**config.mk**
```make
export PLATFORM = sky130hd
export DESIGN_NAME = controle_multiciclo
export DESIGN_NICKNAME = d
export VERILOG_FILES = /design/src/rtl/controle_multiciclo.sv
export SDC_FILE = /design/constraint.sdc
export NUM_CORES = 1
export LEC_CHECK = 0
export CAP_MARGIN = 0
export CORE_MARGIN = 2
export CORE_UTILIZATION = 35
export CTS_CLUSTER_DIAMETER = 200
export DETAILED_ROUTE_END_ITERATION = 8
export GPL_ROUTABILITY_DRIVEN = 0
export GPL_TIMING_DRIVEN = 0
export HOLD_SLACK_MARGIN = 0.02
export PLACE_DENSITY = 0.6
export SETUP_SLACK_MARGIN = 0.5
export SYNTH_ARGS = -nofsm -noshare
export SYNTH_HDL_FRONTEND = slang
export SYNTH_SLANG_ARGS = --single-unit
```
**constraint.sdc**
```tcl
create_clock -name clk -period 2.1 [get_ports clk]
set_input_delay 0.42 -clock clk [delete_from_list [all_inputs] [get_ports clk]]
set_output_delay 0.42 -clock clk [all_outputs]
set_load 0.02 [all_outputs]
```
**src/rtl/controle_multiciclo.sv**
```systemverilog
// Multicycle control FSM: fetch/decode/execute/memory/writeback sequencing
// over a shared memory with ready handshake, timeout and illegal-op traps.
module controle_multiciclo #(
    parameter int MEM_HANDSHAKE  = 1,
    parameter int TIMEOUT_CYCLES = 15,
    parameter int CNT_W          = 32
) (
    input  logic             clk,
    input  logic             reset,
    input  logic [6:0]       opcode,
    input  logic [2:0]       funct3,
    input  logic [6:0]       funct7,
    input  logic             mem_ready,
    output logic             mem_req,
    output logic             mem_we,
    output logic             i_or_d,
    output logic             ir_write,
    output logic             pc_write,
    output logic             pc_write_cond,
    output logic             pc_source,
    output logic [1:0]       alu_src_a,
    output logic [1:0]       alu_src_b,
    output logic [3:0]       alu_control,
    output logic             reg_write,
    output logic             mem_to_reg,
    output logic             trap,
    output logic [1:0]       trap_cause,
    output logic [CNT_W-1:0] instret
);

    typedef enum logic [3:0] {
        S_FETCH, S_DECODE, S_EXEC_R, S_EXEC_I, S_MEM_ADDR, S_MEM_READ,
        S_MEM_WRITE, S_WB_ALU, S_WB_MEM, S_BRANCH, S_TRAP
    } state_t;

    localparam logic [6:0] OP_R  = 7'b0110011;
    localparam logic [6:0] OP_I  = 7'b0010011;
    localparam logic [6:0] OP_LD = 7'b0000011;
    localparam logic [6:0] OP_ST = 7'b0100011;
    localparam logic [6:0] OP_BR = 7'b1100011;

    localparam logic [3:0] ALU_AND = 4'b0000;
    localparam logic [3:0] ALU_OR  = 4'b0001;
    localparam logic [3:0] ALU_ADD = 4'b0010;
    localparam logic [3:0] ALU_SUB = 4'b0100;
    localparam logic [3:0] ALU_SRL = 4'b0101;

    localparam logic [7:0] WAIT_LAST = 8'(TIMEOUT_CYCLES - 1);

    state_t           r_state;
    state_t           w_next;
    state_t           w_dec;
    logic [7:0]       r_wait;
    logic             r_trap;
    logic [1:0]       r_cause;
    logic [CNT_W-1:0] r_instret;
    logic             w_ready;
    logic             w_waiting;
    logic             w_timeout;
    logic             w_retire;
    logic             w_r_ok;
    logic             w_i_ok;
    logic [3:0]       w_alu_r;

    assign w_ready   = (MEM_HANDSHAKE == 0) ? 1'b1 : mem_ready;
    assign w_waiting = (r_state == S_FETCH) || (r_state == S_MEM_READ)
                    || (r_state == S_MEM_WRITE);
    assign w_timeout = w_waiting && !w_ready && (r_wait == WAIT_LAST);

    assign w_r_ok = ((funct3 == 3'b000)
                     && ((funct7 == 7'b0000000) || (funct7 == 7'b0100000)))
                 || (((funct3 == 3'b111) || (funct3 == 3'b110)
                      || (funct3 == 3'b101)) && (funct7 == 7'b0000000));
    assign w_i_ok = (funct3 == 3'b000) || (funct3 == 3'b111)
                 || (funct3 == 3'b110);

    // Legality is fully resolved here so execute states never see a bad op
    always_comb begin
        w_dec = S_TRAP;
        unique case (opcode)
            OP_R:    if (w_r_ok) w_dec = S_EXEC_R;
            OP_I:    if (w_i_ok) w_dec = S_EXEC_I;
            OP_LD,
            OP_ST:   if (funct3 == 3'b001) w_dec = S_MEM_ADDR;
            OP_BR:   if (funct3 == 3'b000) w_dec = S_BRANCH;
            default: w_dec = S_TRAP;
        endcase
    end

    always_comb begin
        w_alu_r = ALU_ADD;
        unique case (funct3)
            3'b000:  w_alu_r = funct7[5] ? ALU_SUB : ALU_ADD;
            3'b111:  w_alu_r = ALU_AND;
            3'b110:  w_alu_r = ALU_OR;
            3'b101:  w_alu_r = ALU_SRL;
            default: w_alu_r = ALU_ADD;
        endcase
    end

    always_comb begin
        w_next   = r_state;
        w_retire = 1'b0;
        unique case (r_state)
            S_FETCH: begin
                if (w_ready)        w_next = S_DECODE;
                else if (w_timeout) w_next = S_TRAP;
            end
            S_DECODE:   w_next = w_dec;
            S_EXEC_R,
            S_EXEC_I:   w_next = S_WB_ALU;
            S_MEM_ADDR: w_next = (opcode == OP_ST) ? S_MEM_WRITE : S_MEM_READ;
            S_MEM_READ: begin
                if (w_ready)        w_next = S_WB_MEM;
                else if (w_timeout) w_next = S_TRAP;
            end
            S_MEM_WRITE: begin
                if (w_ready) begin
                    w_next   = S_FETCH;
                    w_retire = 1'b1;
                end else if (w_timeout) begin
                    w_next = S_TRAP;
                end
            end
            S_WB_ALU,
            S_WB_MEM,
            S_BRANCH: begin
                w_next   = S_FETCH;
                w_retire = 1'b1;
            end
            S_TRAP:  w_next = S_TRAP;
            default: w_next = S_TRAP;
        endcase
    end

    always_ff @(posedge clk) begin
        if (reset) begin
            r_state   <= S_FETCH;
            r_wait    <= 8'd0;
            r_instret <= '0;
            r_trap    <= 1'b0;
            r_cause   <= 2'b00;
        end else begin
            r_state <= w_next;
            // Counter restarts whenever a waiting state is (re)entered
            r_wait  <= (w_waiting && (w_next == r_state)) ? r_wait + 8'd1 : 8'd0;
            if (w_retire) r_instret <= r_instret + CNT_W'(1);
            if ((w_next == S_TRAP) && (r_state != S_TRAP)) begin
                r_trap  <= 1'b1;
                r_cause <= (r_state == S_DECODE) ? 2'b01 : 2'b10;
            end
        end
    end

    always_comb begin
        mem_req       = 1'b0;
        mem_we        = 1'b0;
        i_or_d        = 1'b0;
        ir_write      = 1'b0;
        pc_write      = 1'b0;
        pc_write_cond = 1'b0;
        pc_source     = 1'b0;
        alu_src_a     = 2'b00;
        alu_src_b     = 2'b00;
        alu_control   = ALU_AND;
        reg_write     = 1'b0;
        mem_to_reg    = 1'b0;
        if (!reset) begin
            unique case (r_state)
                S_FETCH: begin
                    mem_req     = 1'b1;
                    alu_src_b   = 2'b01;
                    alu_control = ALU_ADD;
                    ir_write    = w_ready;
                    pc_write    = w_ready;
                end
                S_DECODE: begin
                    alu_src_a   = 2'b01;
                    alu_src_b   = 2'b10;
                    alu_control = ALU_ADD;
                end
                S_EXEC_R: begin
                    alu_src_a   = 2'b10;
                    alu_control = w_alu_r;
                end
                S_EXEC_I: begin
                    alu_src_a   = 2'b10;
                    alu_src_b   = 2'b10;
                    alu_control = (funct3 == 3'b000) ? ALU_ADD : w_alu_r;
                end
                S_MEM_ADDR: begin
                    alu_src_a   = 2'b10;
                    alu_src_b   = 2'b10;
                    alu_control = ALU_ADD;
                end
                S_MEM_READ: begin
                    mem_req = 1'b1;
                    i_or_d  = 1'b1;
                end
                S_MEM_WRITE: begin
                    mem_req = 1'b1;
                    mem_we  = 1'b1;
                    i_or_d  = 1'b1;
                end
                S_WB_ALU: reg_write = 1'b1;
                S_WB_MEM: begin
                    reg_write  = 1'b1;
                    mem_to_reg = 1'b1;
                end
                S_BRANCH: begin
                    alu_src_a     = 2'b10;
                    alu_control   = ALU_SUB;
                    pc_write_cond = 1'b1;
                    pc_source     = 1'b1;
                end
                S_TRAP:  mem_req = 1'b0;
                default: mem_req = 1'b0;
            endcase
        end
    end

    assign trap       = r_trap;
    assign trap_cause = r_cause;
    assign instret    = r_instret;

endmodule

```
Word level (Yosys, flattened, before mapping)

Cells that the tools add are included.

Add/sub/neg operators: 2
Eq/ne operators: 23
Mux-type cells: 37
Bitwise operators: 1
Reductions and logical operators: 28

Operator list:

| cell                                          | count |
|---|---|
| two-way mux 4 bit                             | 9 |
| adder 32 x 1 -> 32 bit, second input constant | 1 |
| one-hot mux 4 bit (4 select lines)            | 2 |
| one-hot mux 4 bit (7 select lines)            | 1 |
| == test 7 x 6 -> 1 bit, second input constant | 3 |
| == test 4 x 3 -> 1 bit, second input constant | 4 |
| two-way mux 1 bit                             | 15 |
| == test 4 bit, second input constant          | 3 |
| one-hot mux 3 bit (4 select lines)            | 1 |
| OR reduction 3 bit                            | 4 |
| two-way mux 2 bit                             | 5 |
| OR reduction 2 bit                            | 5 |
| == test 3 bit, second input constant          | 3 |
| adder 8 x 1 -> 8 bit, second input constant   | 1 |
| == test 4 x 2 -> 1 bit, second input constant | 2 |
| == test 8 x 4 -> 1 bit, second input constant | 1 |
| logical OR 1 bit                              | 8 |
| one-hot mux 2 bit (2 select lines)            | 2 |
| == test 7 x 2 -> 1 bit, second input constant | 1 |
| == test 7 x 5 -> 1 bit, second input constant | 1 |
| == test 7 bit, second input constant          | 1 |
| logical NOT 7 bit                             | 1 |
| logical AND 1 bit                             | 6 |
| == test 4 x 1 -> 1 bit, second input constant | 1 |
| 10 further kinds                              | 10 |

Flip-flop bits (word level): 47
Input port bits: 20
Logic and storage cells: 96

Logic depth before layout (Yosys ltp)

Word-level depth: 12
Mapped depth: 9

Worst setup path after synthesis

Ideal clock, no wire load.

Path kind: register -> output
Start point: register r_state[3]
End point: output pc_write
Arrival time: 1.749 ns
Data required time: 1.680 ns
Slack: -0.069 ns
Stages on the path, launching flop included: 6
Path buffers: 2
Cells stage by stage: dfxtp_1 buf_4 or2_1 nor3_1 and2_1 buf_4

Cells in the longest elaborated chain, start to end: 3

RTL lines:

| what                            | line | text |
|---|---|---|
| start, declared                 | 50   | `state_t r_state;` |
| start signal, assigned          | 144  | `r_state <= w_next;` |
| logical NOT 4 bit               | -    |  |
| two-way mux 1 bit (2 in series) | -    |  |
| end, declared                   | 18   | `output logic pc_write,` |

Every way passes these cells.

Final worst setup path

Start point: register r_state[3]
End point: register r_cause[0] (netlist: trap_cause[0])

Cells in the longest elaborated chain, start to end: 10

RTL lines:

| what                                                               | line          | text |
|---|---|---|
| == test 4 x 3 -> 1 bit / logical NOT 4 bit (equally long branches) | 66, 104       |  |
| logical OR 1 bit                                                   | 66            | `assign w_waiting = (r_state == S_FETCH) \|\| (r_state == S_MEM_READ)` |
| logical OR 1 bit                                                   | 67            | `\|\| (r_state == S_MEM_WRITE);` |
| logical AND 1 bit (2 in series)                                    | 68            | `assign w_timeout = w_waiting && !w_ready && (r_wait == WAIT_LAST);` |
| two-way mux 4 bit                                                  | 107, 115, 121 |  |
| two-way mux 4 bit, on equally long branches                        | 118, 106, 114 |  |
| one-hot mux 4 bit (7 select lines)                                 | 104           | `unique case (r_state)` |
| == test 4 bit                                                      | 148           | `if ((w_next == S_TRAP) && (r_state != S_TRAP)) begin` |
| logical AND 1 bit                                                  | 148           |  |
| end signal, assigned                                               | 150           | `r_cause <= (r_state == S_DECODE) ? 2'b01 : 2'b10;` |
| end, declared                                                      | 55            | `logic [1:0] r_cause;` |

Parallel ways exist; a longest one is shown, timed or not.
A chain may end at the register's enable or synchronous reset.

==> impl_metrics.csv <==
group,metric,value,unit
outcome,status,"finished with violations",
outcome,violations,"negative setup slack",
worst_setup_path,cp_top_family,"simple AND/OR/NAND/NOR gates",
die,rows,32,
route,route.detailed.drc,0,
route,highest_layer,"met4",
worst_setup_path,worst-path-buf-inv,2,
worst_setup_path,cpPeakStageDelay,0.37,ns
cts,cts_tree,"built",
layout,drive_above_1_share,46.51,%
die,fp.dieH,91.88,microns
worst_setup_path,path_cells,"buf_6 > buf_6 > or2_4 > or3_4 > a21oi_4 > a221oi_2 > and3_4 > nor3_4 > mux2_4",
worst_setup_path,cp.arrival,2.40,ns
sta,setup_viol,5,
yosys,synth_seq_cells,47,
route,wl_met1,3978,microns
job,maxCapViolCount,0,
route,wl_met3,407,microns
global_routing,grt_pass1_vias,2715,
global_routing,grt_usage,19.90,%
sta,skew,0.009297,ns
route,firstDrtPassIters,4,
global_routing,antenna_found_initial,0,
die,start_util,35.53,%
layout,final_util,64.62,%
sta,worst-slew-pin-transition,0.6313,ns
yosys,yosysUniqueCellTypes,58,
yosys,synth_area_leader_cell,"dfxtp_1",
layout,num-nets-final,495,
yosys,async_flop_share,0,%
worst_setup_path,worstSetupStartpointType,"register",
global_routing,grt_overflow_total,0,
global_routing,grt_max_degree,15,
route,routed_wl,8947,microns
worst_setup_path,critical_path_class,"register to register",
worst_setup_path,endpoint_kind,"register",
sta,rsz0062_at_grt,"true",
sta,fin_ws,-0.1032,ns
layout,area_delta_synth_final,81.90,%
cts,cts_buffers,5,
worst_setup_path,cp_common_cell,"buf_6",
die,die_w,91.88,microns
worst_setup_path,cp_max_fo,4,
sta,fmax,0.4539,GHz
yosys,synth_top_area_share,34.81,%
sta,period_share,104.9,%
sta,relSlewSlack,57.91,%
route,met2_wirelength,4397,microns
pwr,vdd_ir_drop_max,0.5984,mV
die,core-area,7607,sq um
yosys,yosysWarnings,0,
route,wire_per_inst,15.56,microns
sta,period_needed,2.203,ns
pwr,power.total,4.844,mW
cts,cts_buffer_depth,2,
route,dr_total_vias,2961,
yosys,synth_edf_count,0,
yosys,syn_area,2703,sq um
placement,port_buffers,67,
cts,clk_root_buffer_cell,"clkbuf_8",
pwr,leakage,2.168,nW
worst_setup_path,cp.required,2.29,ns
yosys,synth_cells,335,
sta,slew_violations,0,
route,initialDrtViolationCount,229,
yosys,ys.flop_type,"dfxtp_1",
cts,cts_max_level,2,
route,antenna_left,0,
layout,n_antenna_cell,0,
global_routing,grt_first_pass_wirelength,13600,microns
sta,hold_slack,0.4656,ns
hold_path,hp-class,"register to register",
worst_setup_path,slowest_stage,"or3_4",
yosys,syn-num-nets,358,
placement,dpl.hpwl,5227,microns
sta,hold_viol,0,
die,io_pins,72,
sta,setup_tns,-0.2626,ns
cts,clkSinkCount,47,
cts,path_clk_slew,0.08,ns
yosys,yosysSeqAreaShare,34.81,%
yosys,yosys-top-cells-area,"dfxtp_1, xor2_1, nor2_1",
route,avgViaCountPerCell,5.150,
die,die-area,8441,sq um
yosys,avgSynthCellArea,8.067,sq um
pwr,power_density,985.3,nW/um^2
cts,clkLatencyLatePin,0.30,ns
-- synth_stat cells, drive strengths merged (2+ instances only) --
cell	number
a311oi	2
and3	9
clkbuf	6
nand2b	4
nand4	9
buf	14
ha	3
o21ai	9
nor2	46
a21o	2
or2	3
nand3b	3
o21a	2
xnor2	10
nor4	9
nor3	21
xor2	25
nand2	29
nand3	13
dfxtp	47
mux2i	3
inv	8
and2	5
nor2b	8
a211oi	4
or3	6
a21oi	16
-- registers in the layout, summed over array words and instances, names as in the netlist --
| register | count |
|---|---|
| trap | 1 |
| r_wait | 8 |
| instret | 32 |
| r_state | 4 |
| trap_cause | 2 |
-- through the flow --
| stage | setup slack (ns) | std cells | cell area (sq um) |
|---|---|---|---|
| final | -0.1032 | 575 | 4916 |
| after detailed placement | -0.8563 | 504 | 3775 |
| after floorplan | 0.09420 | 335 | 2977 |
| after global placement | -0.8638 | 504 | 3775 |
| after global routing | -0.1766 | 575 | 4916 |
| after CTS | -0.05823 | 561 | 4647 |
-- cell usage in the layout (no fill, tap or decap), types with 7 or more instances in the layout --
master	instances
nand2_1	18
nor2_1	38
o21ai_0	7
a21oi_1	11
buf_6	50
dfxtp_1	28
dlygate4sd2_1	45
nor3_2	10
dfxtp_2	11
inv_1	7
nand2_2	8
xor2_1	25
nor3_4	8
buf_4	37
nand3_1	7
clkbuf_8	8
xnor2_1	8
dfxtp_4	8
nand4_1	8
-- layer usage --
| metal | vias up | global-route usage [%] |
|---|---|---|
| li1 | 1441 | - |
| met1 | 1420 | 27.11 |
| met2 | 83 | 32.72 |
| met3 | 17 | 3.122 |
| met4 | 0 | 5.597 |
| met5 | - | 0 |
-- final cells by class --
cell class              instances  area (sq um)
well taps                     102         127.6
fillers                       631          2691
plain buffers                  20         236.5
clock inverters                 1         5.005
multi-input cells             260          2218
flip-flops and latches         47         984.7
repair buffers                130          1206
clock buffers                   7         107.6
inverters                       8         30.03
-- kinds of logic (layout without fill, tap and decap cells) --
| group | Yosys count | after routing | share of synthesized area (%) |
|---|---|---|---|
| simple gates | 169 | 169 | 33.52 |
| compound gates | 48 | 48 | 12.36 |
| flops | 47 | 47 | 34.81 |
| xor+xnor | 35 | 35 | 11.34 |
| buf+inv | 28 | 166 | 4.908 |
| mux | 4 | 4 | 1.528 |
| fa+ha+maj | 3 | 3 | 1.389 |
| other cells | 1 | 1 | 0.1388 |
-- power breakdown --
group | switching, mW | internal, mW
clock | 0.322 | 0.338
combinational | 1.54 | 1.61
sequential | 0.0748 | 0.964
-- path summary, 6_finish.rpt --
path                            startpoint       endpoint  slack, ns  cells after the start
worst max-delay path            r_state[3]  trap_cause[0]      -0.10                      9
worst min-delay path                  trap           trap       0.47                      1
worst max register to register  r_state[3]  trap_cause[0]      -0.10                      9
worst min register to register        trap           trap       0.47                      1
-- repair_timing --
item / in CTS / in global routing
hold buffers: 0 / 0
pin swaps: 52 / 27
resized for setup: 252 / 39
setup endpoints to repair: 98 / 62
gates cloned: 0 / 0
setup buffers: 49 / 14
(Power assumes the default switching activity.)
